**src/rtl/mem_arb_pkg.sv**
```systemverilog
// Shared types for the unified memory arbiter: FSM states, requester ids
// and the width of the memory latency counter.
package mem_arb_pkg;

  typedef enum logic [1:0] {S_IDLE, S_ISSUE, S_WAIT, S_DONE} arb_state_t;

  typedef enum logic {PORT_CPU, PORT_EXT} port_t;

  localparam int LAT_CNT_W = 4;

endpackage

```
**src/rtl/rr_arb2.sv**
```systemverilog
// Two-way combinational grant: a single requester always wins; on a tie
// either the core wins (cpu_prio) or the port not granted last time wins.
module rr_arb2
  import mem_arb_pkg::*;
(
  input  logic [1:0] req,
  input  port_t      last_grant,
  input  logic       cpu_prio,
  output port_t      gnt,
  output logic       any_req
);

  // req[0] is the core, req[1] is the external loader
  always_comb begin
    any_req = |req;
    gnt     = PORT_CPU;
    if (req == 2'b10) begin
      gnt = PORT_EXT;
    end else if (req == 2'b11 && !cpu_prio && last_grant == PORT_CPU) begin
      gnt = PORT_EXT;
    end
  end

endmodule

```
**src/rtl/unified_mem_arbiter.sv**
```systemverilog
// Shares one fixed-latency memory between the core and the external loader,
// running each access as IDLE -> ISSUE -> WAIT (MEM_LAT cycles) -> DONE.
module unified_mem_arbiter
  import mem_arb_pkg::*;
#(
  parameter int AW       = 32,
  parameter int DW       = 32,
  parameter int MEM_LAT  = 1,
  parameter int CPU_PRIO = 0
) (
  input  logic          clk,
  input  logic          reset,
  input  logic          cpu_req,
  input  logic          cpu_we,
  input  logic [AW-1:0] cpu_addr,
  input  logic [DW-1:0] cpu_wdata,
  output logic          cpu_ready,
  output logic [DW-1:0] cpu_rdata,
  input  logic          ext_req,
  input  logic          ext_we,
  input  logic [AW-1:0] ext_addr,
  input  logic [DW-1:0] ext_wdata,
  output logic          ext_ready,
  output logic [DW-1:0] ext_rdata,
  output logic          mem_en,
  output logic          mem_we,
  output logic [AW-1:0] mem_addr,
  output logic [DW-1:0] mem_wdata,
  input  logic [DW-1:0] mem_rdata,
  output logic          busy,
  output logic [1:0]    fsm_state
);

  arb_state_t           state;
  port_t                last_grant;
  port_t                owner;
  port_t                gnt;
  logic                 any_req;
  logic                 acc_we;
  logic [LAT_CNT_W-1:0] lat_cnt;

  rr_arb2 u_arb (
    .req        ({ext_req, cpu_req}),
    .last_grant (last_grant),
    .cpu_prio   (CPU_PRIO != 0),
    .gnt        (gnt),
    .any_req    (any_req)
  );

  assign busy      = (state != S_IDLE);
  assign fsm_state = state;

  // Valid/ready: a requester holds req (and its we/addr/wdata) until its
  // one-cycle ready pulse; request fields are sampled only in IDLE, and a
  // req still high in the IDLE cycle after ready starts a new access.
  always_ff @(posedge clk) begin
    if (reset) begin
      state      <= S_IDLE;
      last_grant <= PORT_EXT;
      owner      <= PORT_CPU;
      acc_we     <= 1'b0;
      lat_cnt    <= '0;
      mem_en     <= 1'b0;
      mem_we     <= 1'b0;
      mem_addr   <= '0;
      mem_wdata  <= '0;
      cpu_ready  <= 1'b0;
      ext_ready  <= 1'b0;
      cpu_rdata  <= '0;
      ext_rdata  <= '0;
    end else begin
      case (state)
        S_IDLE: begin
          if (any_req) begin
            owner      <= gnt;
            last_grant <= gnt;
            mem_en     <= 1'b1;
            state      <= S_ISSUE;
            if (gnt == PORT_CPU) begin
              acc_we    <= cpu_we;
              mem_we    <= cpu_we;
              mem_addr  <= cpu_addr;
              mem_wdata <= cpu_wdata;
            end else begin
              acc_we    <= ext_we;
              mem_we    <= ext_we;
              mem_addr  <= ext_addr;
              mem_wdata <= ext_wdata;
            end
          end
        end
        S_ISSUE: begin
          mem_en  <= 1'b0;
          mem_we  <= 1'b0;
          lat_cnt <= LAT_CNT_W'(MEM_LAT - 1);
          state   <= S_WAIT;
        end
        S_WAIT: begin
          // Read data is valid in the last WAIT cycle, MEM_LAT after mem_en
          if (lat_cnt == '0) begin
            state <= S_DONE;
            if (owner == PORT_CPU) begin
              cpu_ready <= 1'b1;
              if (!acc_we) cpu_rdata <= mem_rdata;
            end else begin
              ext_ready <= 1'b1;
              if (!acc_we) ext_rdata <= mem_rdata;
            end
          end else begin
            lat_cnt <= lat_cnt - 1'b1;
          end
        end
        S_DONE: begin
          cpu_ready <= 1'b0;
          ext_ready <= 1'b0;
          state     <= S_IDLE;
        end
        default: state <= S_IDLE;
      endcase
    end
  end

endmodule

```
**config.mk**
```make
export PLATFORM = sky130hd
export DESIGN_NAME = unified_mem_arbiter
export DESIGN_NICKNAME = d
export VERILOG_FILES = /design/src/rtl/mem_arb_pkg.sv /design/src/rtl/rr_arb2.sv /design/src/rtl/unified_mem_arbiter.sv
export SDC_FILE = /design/constraint.sdc
export NUM_CORES = 1
export LEC_CHECK = 0
export CAP_MARGIN = 20
export CORE_MARGIN = 2
export CORE_UTILIZATION = 30
export CTS_CLUSTER_DIAMETER = 150
export DETAILED_ROUTE_END_ITERATION = 10
export PLACE_DENSITY = 0.72
export SLEW_MARGIN = 15
export SYNTH_ARGS = -nofsm -noshare
export SYNTH_HDL_FRONTEND = slang
export SYNTH_SLANG_ARGS = --single-unit
```
**constraint.sdc**
```tcl
create_clock -name clk -period 5.35 [get_ports clk]
set_clock_uncertainty 0.15 [all_clocks]
set_input_delay 1.3375 -clock clk [delete_from_list [all_inputs] [get_ports clk]]
set_output_delay 1.3375 -clock clk [all_outputs]
set_load 0.01 [all_outputs]
```
==> summary.md, run 1 <==
| Metric | Value |
|---|---|
| Outcome | `complete, no violations` |
| Commonest non-fill, non-tap cell in the layout | `clkdlybuf4s50_1` |
| Peak VDD IR | `199.9 uV` |
| Mapped Cells | `609` |
| Die ar. | `21550 sq um` |
| CP Data Required Time | `3.86 ns` |
| RSZ-0062 raised after global routing | `false` |
| Antenna-violating nets left | `0` |
| Reg-to-reg startpoint | `fsm_state[0]` |
| Vias in the first global route | `roughly 5300` |
| CP cell instances | `inv_1, ha_1, inv_1, clkdlybuf4s50_1` |
| WP data arrival | `around 2 ns` |
| CP peak stage delay | `0.58 ns` |
| Number of buffers added for setup after CTS | `0` |
| First-pass GRT wire length | `27.01 mm` |
| Hold slack final | `0.3213 ns` |
| # clock sinks | `141` |
| Element type at the critical path start | `register` |
| Largest net degree at the start of global routing | `136` |
| Final min period | `approximately 3.4 ns` |
| GPL Wtd Cong | `between 0.7 and 0.8` |
| Vias | `5300` |
| Critical path fanouts, max | `7` |
| Maxcap violations | `0` |
| FMAX | `290.2 MHz` |
| Worst setup EP type | `output port` |
| Final Setup Violations | `0` |
| Clk pin slew, worst setup/hold paths | `about 0.060 ns` |
| TNS Setup | `0 ns` |
| Synthesized area | `6117 sq um` |
| R2R setup slack | `around 2.9 ns` |
| Drt first pass iters | `4` |
| Vias/cell | `4.530` |
| R2R depth | `5` |
| Slowest cell on the critical path | `clkdlybuf4s50_1` |
| Clock root cell | `clkbuf_16` |
| Worst setup path end | `busy` |
| Die height | `146.8 um` |
| Sequential area share after synthesis | `46.14%` |
| Gr usage total | `between 10% and 20%` |
| Initial cell density of the core | `30.43%` |
| PD cells | `418.2 nW/um^2` |
| Final hold vios | `0` |
| Hold Buf Count CTS | `0` |
| Asr flop ratio synth | `0%` |
| Antenna violations before repair | `0` |
| Port bufs | `300` |
| Area after DPL | `approximately 9300 sq um` |
| HP Class | `register to register` |
| CTS Buf Count | `17` |
| Final core area utilization | `49.50%` |
| Clock Path Buffers | `2` |
| Most used cell, CP | `inv_1` |
| Post-synthesis register bit count | `~140` |
| CTS tree | `yes` |
| Critical path type | `register to output port` |
| Final wirelength | `16.82 mm` |
| Initial DRC Count | `171` |
| Avg Inst Size Synth | `10.04 sq um` |
| Count of final max-slew check failures | `0` |
| Synthesis-to-layout area growth | `62.67%` |
| Fraction of layout cells with a size suffix above 1 | `under 10%` |
| Detailed-placement wirelength estimate | `12.00 mm` |
| Leak pwr | `approximately 3.8 nW` |
| Slew HR | `54.97%` |
| Post-CTS sizing | `0` |
| DRC | `0` |
| FILL cells | `1823` |
| Core area | `20100 sq um` |
| FF-to-FF End | `cpu_rdata[4]` |
| Syn. warnings | `0` |
| Post-DR wirelength/cell | `between 10 and 15 um` |
| Final nets | `1059` |
| CTS H-tree lvls | `4` |
| Least-Margin Pin Slew | `around 0.67 ns` |
| Ant. Diodes | `0` |
| DIE WIDTH | `146.8 um` |
| EDFF count, synth | `0` |
| Period Utilization, post-route | `64.40%` |
| Clock network latency to the later pin of the worst-skew pair | `just over 0.4 ns` |
| Total global routing overflow | `0` |
| Syn nets | `781` |
| Most frequent cells in the layout | `clkdlybuf4s50_1, dfxtp_1, mux2i_1` |
| Finished Cell Area | `approximately 10000 sq um` |
| Top FF cell, synth | `dfxtp_1` |
| Netlist cell types | `38` |
| Row Count | `52` |
| Crit path launch | `fsm_state[1]` |
| Top Ports | `301` |
## flip-flops by register name, indices dropped and copies added (netlist names)
name	flops
ext_ready	1
acc_we	1
lat_cnt	4
mem_wdata	32
owner	1
last_grant	1
fsm_state	2
mem_en	1
mem_addr	32
cpu_ready	1
mem_we	1
ext_rdata	32
cpu_rdata	32
## routing by layer
metal / GRT usage [%] / wire (um)
met1: 19.64 / 7604
met2: 24.46 / 7410
met3: 5.683 / 1473
met4: 5.922 / 335
met5: 0 / 0
## synthesized netlist by cell type, types with 2 or more instances
master / n / share of area (%)
or4_1: 2 / 0.25
nor3_1: 2 / 0.16
a21oi_1: 4 / 0.33
a31oi_1: 2 / 0.20
nor3b_1: 2 / 0.25
nor2_1: 68 / 4.2
a211oi_1: 68 / 8.3
mux2i_1: 129 / 21
o32ai_1: 2 / 0.29
inv_1: 7 / 0.43
ha_1: 6 / 1.2
dfxtp_1: 141 / 46
buf_2: 10 / 0.82
o21ai_0: 4 / 0.33
nand2b_1: 100 / 10
nand3b_1: 2 / 0.25
a41oi_1: 2 / 0.29
clkbuf_1: 29 / 1.8
buf_6: 2 / 0.37
buf_4: 5 / 0.61
nand4b_1: 2 / 0.29
buf_1: 4 / 0.25
## worst min path at each step
stage                  start       endpoint  slack, ns  cells past startpoint
2_1_floorplan     lat_cnt[0]     lat_cnt[0]       0.31                      1
3_3_place_gp   ext_rdata[10]  ext_rdata[10]       0.31                      2
3_5_place_dp   cpu_rdata[28]  cpu_rdata[28]       0.31                      2
4_1_cts        cpu_rdata[21]  cpu_rdata[21]       0.32                      2
5_1_grt        cpu_rdata[12]  cpu_rdata[12]       0.34                      2
6_report       cpu_rdata[21]  cpu_rdata[21]       0.32                      2
## where the power goes
group          leakage [nW]  switching, mW  total [mW]  internal, mW
Combinational          2.34          0.728        1.55         0.825
Clock                 0.284          0.492        1.17         0.677
Sequential             1.16          0.139        1.44          1.30
Total                  3.78           1.36        4.16          2.80
## cell type report
| class | instances | area [sq um] | area share [%] |
|---|---|---|---|
| timing repair buffer | 309 | 3113 | 31.28 |
| multi-input combinational | 410 | 3060 | 30.76 |
| inverter | 8 | 30.03 | 0.3018 |
| tap | 270 | 337.8 | 3.395 |
| clock buffer | 19 | 452.9 | 4.552 |
| clock inverter | 13 | 133.9 | 1.345 |
| sequential | 141 | 2823 | 28.37 |
## kinds of logic (layout without fill, tap and decap cells)
group / after synthesis / in the layout / synth area share, %
AND/OR/NAND/NOR: 186 / 186 / 16.49
buffers and inverters: 58 / 349 / 4.316
multiplexers: 129 / 129 / 21.11
adder cells (fa/ha/maj): 6 / 6 / 1.227
AO/OA/AOI/OAI: 89 / 89 / 10.72
flip-flops: 141 / 141 / 46.14
## worst max-delay path: cells and delay by family (launching register included)
kind | cells | cell delay (ns)
buffers and inverters | 3 | 0.82
flip-flops | 1 | 0.41
adder cells (fa/ha/maj) | 1 | 0.31
## metrics by stage
stage               total power, mW  cells  worst slack [ns]
floorplan                     2.249    609             2.868
global placement              3.012   1137             1.918
detailed placement            3.031   1137             1.852
CTS                           4.228   1169             1.859
global route                  4.428   1170             1.770
finish                        4.162   1170             1.905
No activity file was read; power rests on OpenSTA's default activity.
==> run 2, diff against run 1 <==
==> constraint.sdc (replaced) <==
create_clock -name clk -period 3.54 [get_ports clk]
set_clock_uncertainty 0.15 [all_clocks]
set_input_delay 0.885 -clock clk [delete_from_list [all_inputs] [get_ports clk]]
set_output_delay 0.885 -clock clk [all_outputs]
set_load 0.01 [all_outputs]
==> run 2 against run 1 <==
Sequential share of layout area about the same. Global-route usage increased by 0.19 points. Sequential cell count unchanged. Total power grew 52%. Sequential power rose by 51%. Worst hold slack got worse by 0.0011 ns. Combinational power rose by 54%. Critical endpoint unchanged.
==> summary.md, run 2 (synthesized netlist as in run 1, its figures left out) <==
| Metric | Value |
|---|---|
| Outcome | `complete, no violations` |
| CTS H-tree lvls | `4` |
| Area after DPL | `9382 sq um` |
| Final nets | `around 1100` |
| Hold Buf Count CTS | `0` |
| Slew HR | `55.00%` |
| First-pass GRT wire length | `27.31 mm` |
| HP Class | `register to register` |
| WL met1 | `approximately 7.3 mm` |
| Clock network latency to the later pin of the worst-skew pair | `slightly above 0.4 ns` |
| Antenna violations before repair | `0` |
| Most frequent cells in the layout | `clkdlybuf4s50_1, dfxtp_1, mux2i_1` |
| Synthesis-to-layout area growth | `62.90%` |
| R2R depth | `5` |
| GPL Wtd Cong | `0.7663` |
| Post-DR wirelength/cell | `between 10 and 15 um` |
| Critical path type | `register to output port` |
| Top Ports | `301` |
| Hold slack final | `0.3202 ns` |
| Met2 wire length | `~7.7 mm` |
| Ant. Diodes | `0` |
| Hold Startpoint | `cpu_rdata[22]` |
| Total power | `6.319 mW` |
| DRC | `0` |
| CP cell instances | `inv_1, ha_1, inv_1, clkdlybuf4s50_1` |
| Largest net degree at the start of global routing | `91` |
| Hold Crit Depth | `2` |
| CTS Buf Count | `17` |
| PD cells | `634.2 nW/um^2` |
| Final hold vios | `0` |
| Clock Path Buffers | `2` |
| Critical path fanouts, max | `7` |
| Fraction of layout cells with a size suffix above 1 | `roughly 5.2%` |
| Final Setup Violations | `0` |
| Antenna-violating nets left | `0` |
| Die ar. | `21550 sq um` |
| Maxcap violations | `0` |
| Vias | `roughly 5300` |
| FF-to-FF End | `cpu_rdata[9]` |
| PnR worst setup slack | `between 0.5 and 0.6 ns` |
| Initial DRC Count | `156` |
| Post-CTS sizing | `0` |
| Met3 routed WL | `1.672 mm` |
| Most used cell, CP | `inv_1` |
| WP data arrival | `approximately 2.0 ns` |
| Hold path endpoint | `cpu_rdata[22]` |
| FMAX | `334.3 MHz` |
| Leak pwr | `3.781 nW` |
| Period Utilization, post-route | `84.50%` |
| Port bufs | `300` |
| Vias/cell | `4.504` |
| Count of final max-slew check failures | `0` |
| CTS tree | `yes` |
| R2R setup slack | `1.03 ns` |
| TNS Setup | `0 ns` |
| Peak VDD IR | `320.7 uV` |
| Gr usage total | `15.78%` |
| # clock sinks | `141` |
| DIE WIDTH | `about 150 um` |
| Detailed-placement wirelength estimate | `roughly 12 mm` |
| Initial cell density of the core | `30.43%` |
| Pre-CTS setup slack | `0.7164 ns` |
| Core area | `about 20000 sq um` |
| CP peak stage delay | `~0.57 ns` |
| Drt first pass iters | `4` |
| Total global routing overflow | `0` |
| Clk pin slew, worst setup/hold paths | `0.06 ns` |
| Clock root cell | `clkbuf_16` |
| Number of buffers added for setup after CTS | `0` |
| Least-Margin Pin Slew | `0.6750 ns` |
| Row Count | `52` |
| RSZ-0062 raised after global routing | `false` |
| Reg-to-reg startpoint | `fsm_state[0]` |
| Element type at the critical path start | `register` |
| Finished Cell Area | `9965 sq um` |
| Top layer reached by signal wires | `met4` |
| Final min period | `approximately 3 ns` |
| Final wirelength | `16.81 mm` |
| CP Data Required Time | `around 2.5 ns` |
| Die height | `146.8 um` |
| Worst setup EP type | `output port` |
| Vias in the first global route | `5146` |
| Commonest non-fill, non-tap cell in the layout | `clkdlybuf4s50_1` |
| Slowest cell on the critical path | `clkdlybuf4s50_1` |
[run 2: stage by stage]
| stage | cells | util, % |
|---|---|---|
| CTS | 1170 | 49.56 |
| global placement | 1138 | 46.66 |
| floorplan | 609 | - |
| finish | 1170 | 49.56 |
| detailed placement | 1138 | 46.66 |
| global route | 1170 | 49.56 |
[run 2: area by class of cell]
type | instances | area [sq um]
tap | 270 | 337.8
clock inverter | 13 | 140.1
timing repair buffer | 309 | 3131
sequential | 141 | 2823
multi-input combinational | 410 | 3060
fill | 1865 | 10140
clock buffer | 19 | 442.9
inverter | 8 | 30.03
[run 2: report_power, final]
| part | internal (mW) | leakage [nW] | switching, mW |
|---|---|---|---|
| clock network | 1.06 | 0.276 | 0.706 |
| logic | 1.27 | 2.35 | 1.11 |
| registers | 1.97 | 1.16 | 0.205 |
| total | 4.30 | 3.78 | 2.02 |
[run 2: how the worst max path moves through the flow]
stage            startpoint       endpoint  slack (ns)  cells past startpoint
6_report       fsm_state[1]           busy        0.55                      4
5_1_grt        fsm_state[1]           busy        0.40                      4
4_1_cts        fsm_state[1]           busy        0.49                      4
3_5_place_dp        ext_req   mem_addr[29]        0.72                      5
3_3_place_gp        ext_req  mem_wdata[29]        0.74                      5
2_1_floorplan       ext_req   mem_addr[10]        1.51                      6
[run 2: routing by layer]
| metal | vias to the layer above | track usage, % |
|---|---|---|
| li1 | 2698 | - |
| met1 | 2360 | 19.07 |
| met2 | 200 | 25.70 |
| met3 | 12 | 7.360 |
| met4 | 0 | 3.544 |
| met5 | - | 0 |
[run 2: worst max-delay path, delay by kind of cell, from the launching register on]
kind                     cells  cell delay (ns)
adder cells (fa/ha/maj)      1             0.30
buffers and inverters        3             0.82
flip-flops                   1             0.43
==> patch (flow settings as in run 1) <==
Change the parameter `AW` from 32 to 16.
--- a/src/rtl/unified_mem_arbiter.sv
+++ b/src/rtl/unified_mem_arbiter.sv
@@ -4,5 +4,5 @@
   import mem_arb_pkg::*;
 #(
-  parameter int AW       = 32,
+  parameter int AW       = 16,
   parameter int DW       = 32,
   parameter int MEM_LAT  = 1,
Interface: changed (resized cpu_addr, ext_addr and mem_addr); port bits go from 301 to 253. No check against the original RTL was run, so the function may have changed too.
==> patch against run 1 <==
- routed wire length down 13%
- combinational power down 17%
- core utilization down 0.21 points
- setup slack worse by 0.016 ns
- via count down 13%
- critical path depth unchanged
- sequential cell count down 16
- area after synthesis down 11%
- die area down 11%
- register-to-register slack about the same
- design area down 12%
- cell count down 13%
- total power down 6.4%
- maximum frequency down 0.46%
- largest cell class is now multi-input gates
- highest routed layer unchanged
==> patch: results (changes against run 1) <==
[status]
status=finished, final reports clean

[drt]
drt_wl_total_mm=14.6  ; -13%
first_iter_violations=102  ; -40%
viasPerCell=4.53  ; about the same

[global_routing]
grt_first_pass_wirelength_mm=23.9  ; -11%
grt_pass1_vias=4681  ; -12%
antenna_found_initial=0  ; unchanged
grt_max_degree=130  ; -4.4%
grt_usage_pct=15.5  ; -0.072 points

[logic_synthesis]
ys_top_cells_by_count=dfxtp_1, mux2i_1, nand2b_1
synth_warnings=0  ; unchanged
synth.yosys.seq_area_share_pct=46.1  ; about the same
synthesis.nets=679  ; -13%
synth_area_leaders=dfxtp_1, mux2i_1, nand2b_1

[finish]
final_nets=911  ; -14%
reg_top3=cpu_rdata x32, ext_rdata x32, mem_wdata x32
n_antenna_cell=0  ; unchanged
drive_above_1_share_pct=5.61  ; +0.28 points
nFillCells=1658  ; -9.1%

[worst_setup_path]
endpoint=busy
r2r_end=cpu_rdata[2]
cp-end-kind=output port
crit_fanout=7  ; unchanged
r2r_setup_slack_ns=2.85  ; about the same

[placed_design]
place_congestion=0.741  ; +2.8%
port_buffers=252  ; -16%
dp_hpwl_mm=10.3  ; -15%

[power]
vdd_drop_max_mv=0.343  ; +72%
power_leakage_nw=3.37  ; -11%

[sta]
tightestPinTransition_ns=1.04  ; +0.362 ns

[min_path]
hold_path.class=flip-flop to flip-flop

[clocking]
post_cts_resized=0  ; unchanged
cts_setup_buffers=0  ; unchanged

patch: changes by cell type after synthesis, moves of 3 or more:
cell,run 1,this run
buf_1,4,1
buf_2,10,5
dfxtp_1,141,125
mux2i_1,129,113
a211oi_1,68,52
nor2_1,68,52
patch: final cells by class:
cell class	count	area (um^2)	area share (%)
clock buffers	20	467	5.31
repair buffers	257	2560	29.1
inverters	8	30.0	0.341
well taps	229	287	3.26
multi-input cells	362	2720	30.9
clock inverters	12	230	2.62
flip-flops and latches	125	2500	28.5
patch: report_power, final:
part	switching, mW	internal [mW]
clock	0.441	0.917
combinational	0.601	0.679
sequential	0.117	1.14
total	1.16	2.73
patch: how the worst min path moves through the flow:
stage                       start             to  slack [ns]
CTS                 cpu_rdata[19]  cpu_rdata[19]        0.32
finish               ext_rdata[0]   ext_rdata[0]        0.32
global placement    cpu_rdata[18]  cpu_rdata[18]        0.31
floorplan              lat_cnt[0]     lat_cnt[0]        0.31
global route         cpu_rdata[3]   cpu_rdata[3]        0.34
detailed placement  cpu_rdata[28]  cpu_rdata[28]        0.31
patch: layer usage:
metal,part of all wire [%],GRT usage [%],routed length [um]
met5,0,0,0
met4,1.2,4.99,170
met3,9.4,6.55,1370
met2,45,25.3,6570
met1,44,18.6,6450
patch: cell families (layout without fill, tap and decap cells):
kind of cell,Yosys count,in the layout,share of synthesized area (%)
AOI/OAI and AO/OA,73,73,9.80
adders and majority gates,6,6,1.38
and+or+nand+nor,170,170,17.5
DFF,125,125,46.1
muxes,113,113,20.9
buffers and inverters,52,297,4.34
patch: critical path: stages, from the launching register on:
cell	delay, ns
dfxtp_1	0.43
inv_1	0.12
ha_1	0.29
inv_1	0.15
clkdlybuf4s50_1	0.58
patch: metrics by stage:
step	worst slack (ns)	util [%]	area [um^2]	total power, mW	instances
final	1.89	49.3	8790	3.89	1013
after global routing	1.76	49.3	8790	4.12	1013
after CTS	1.83	49.3	8790	3.96	1013
after detailed placement	1.83	45.4	8100	2.57	981
after global placement	1.86	45.4	8100	2.56	981
after floorplan	2.70	-	5420	1.93	539
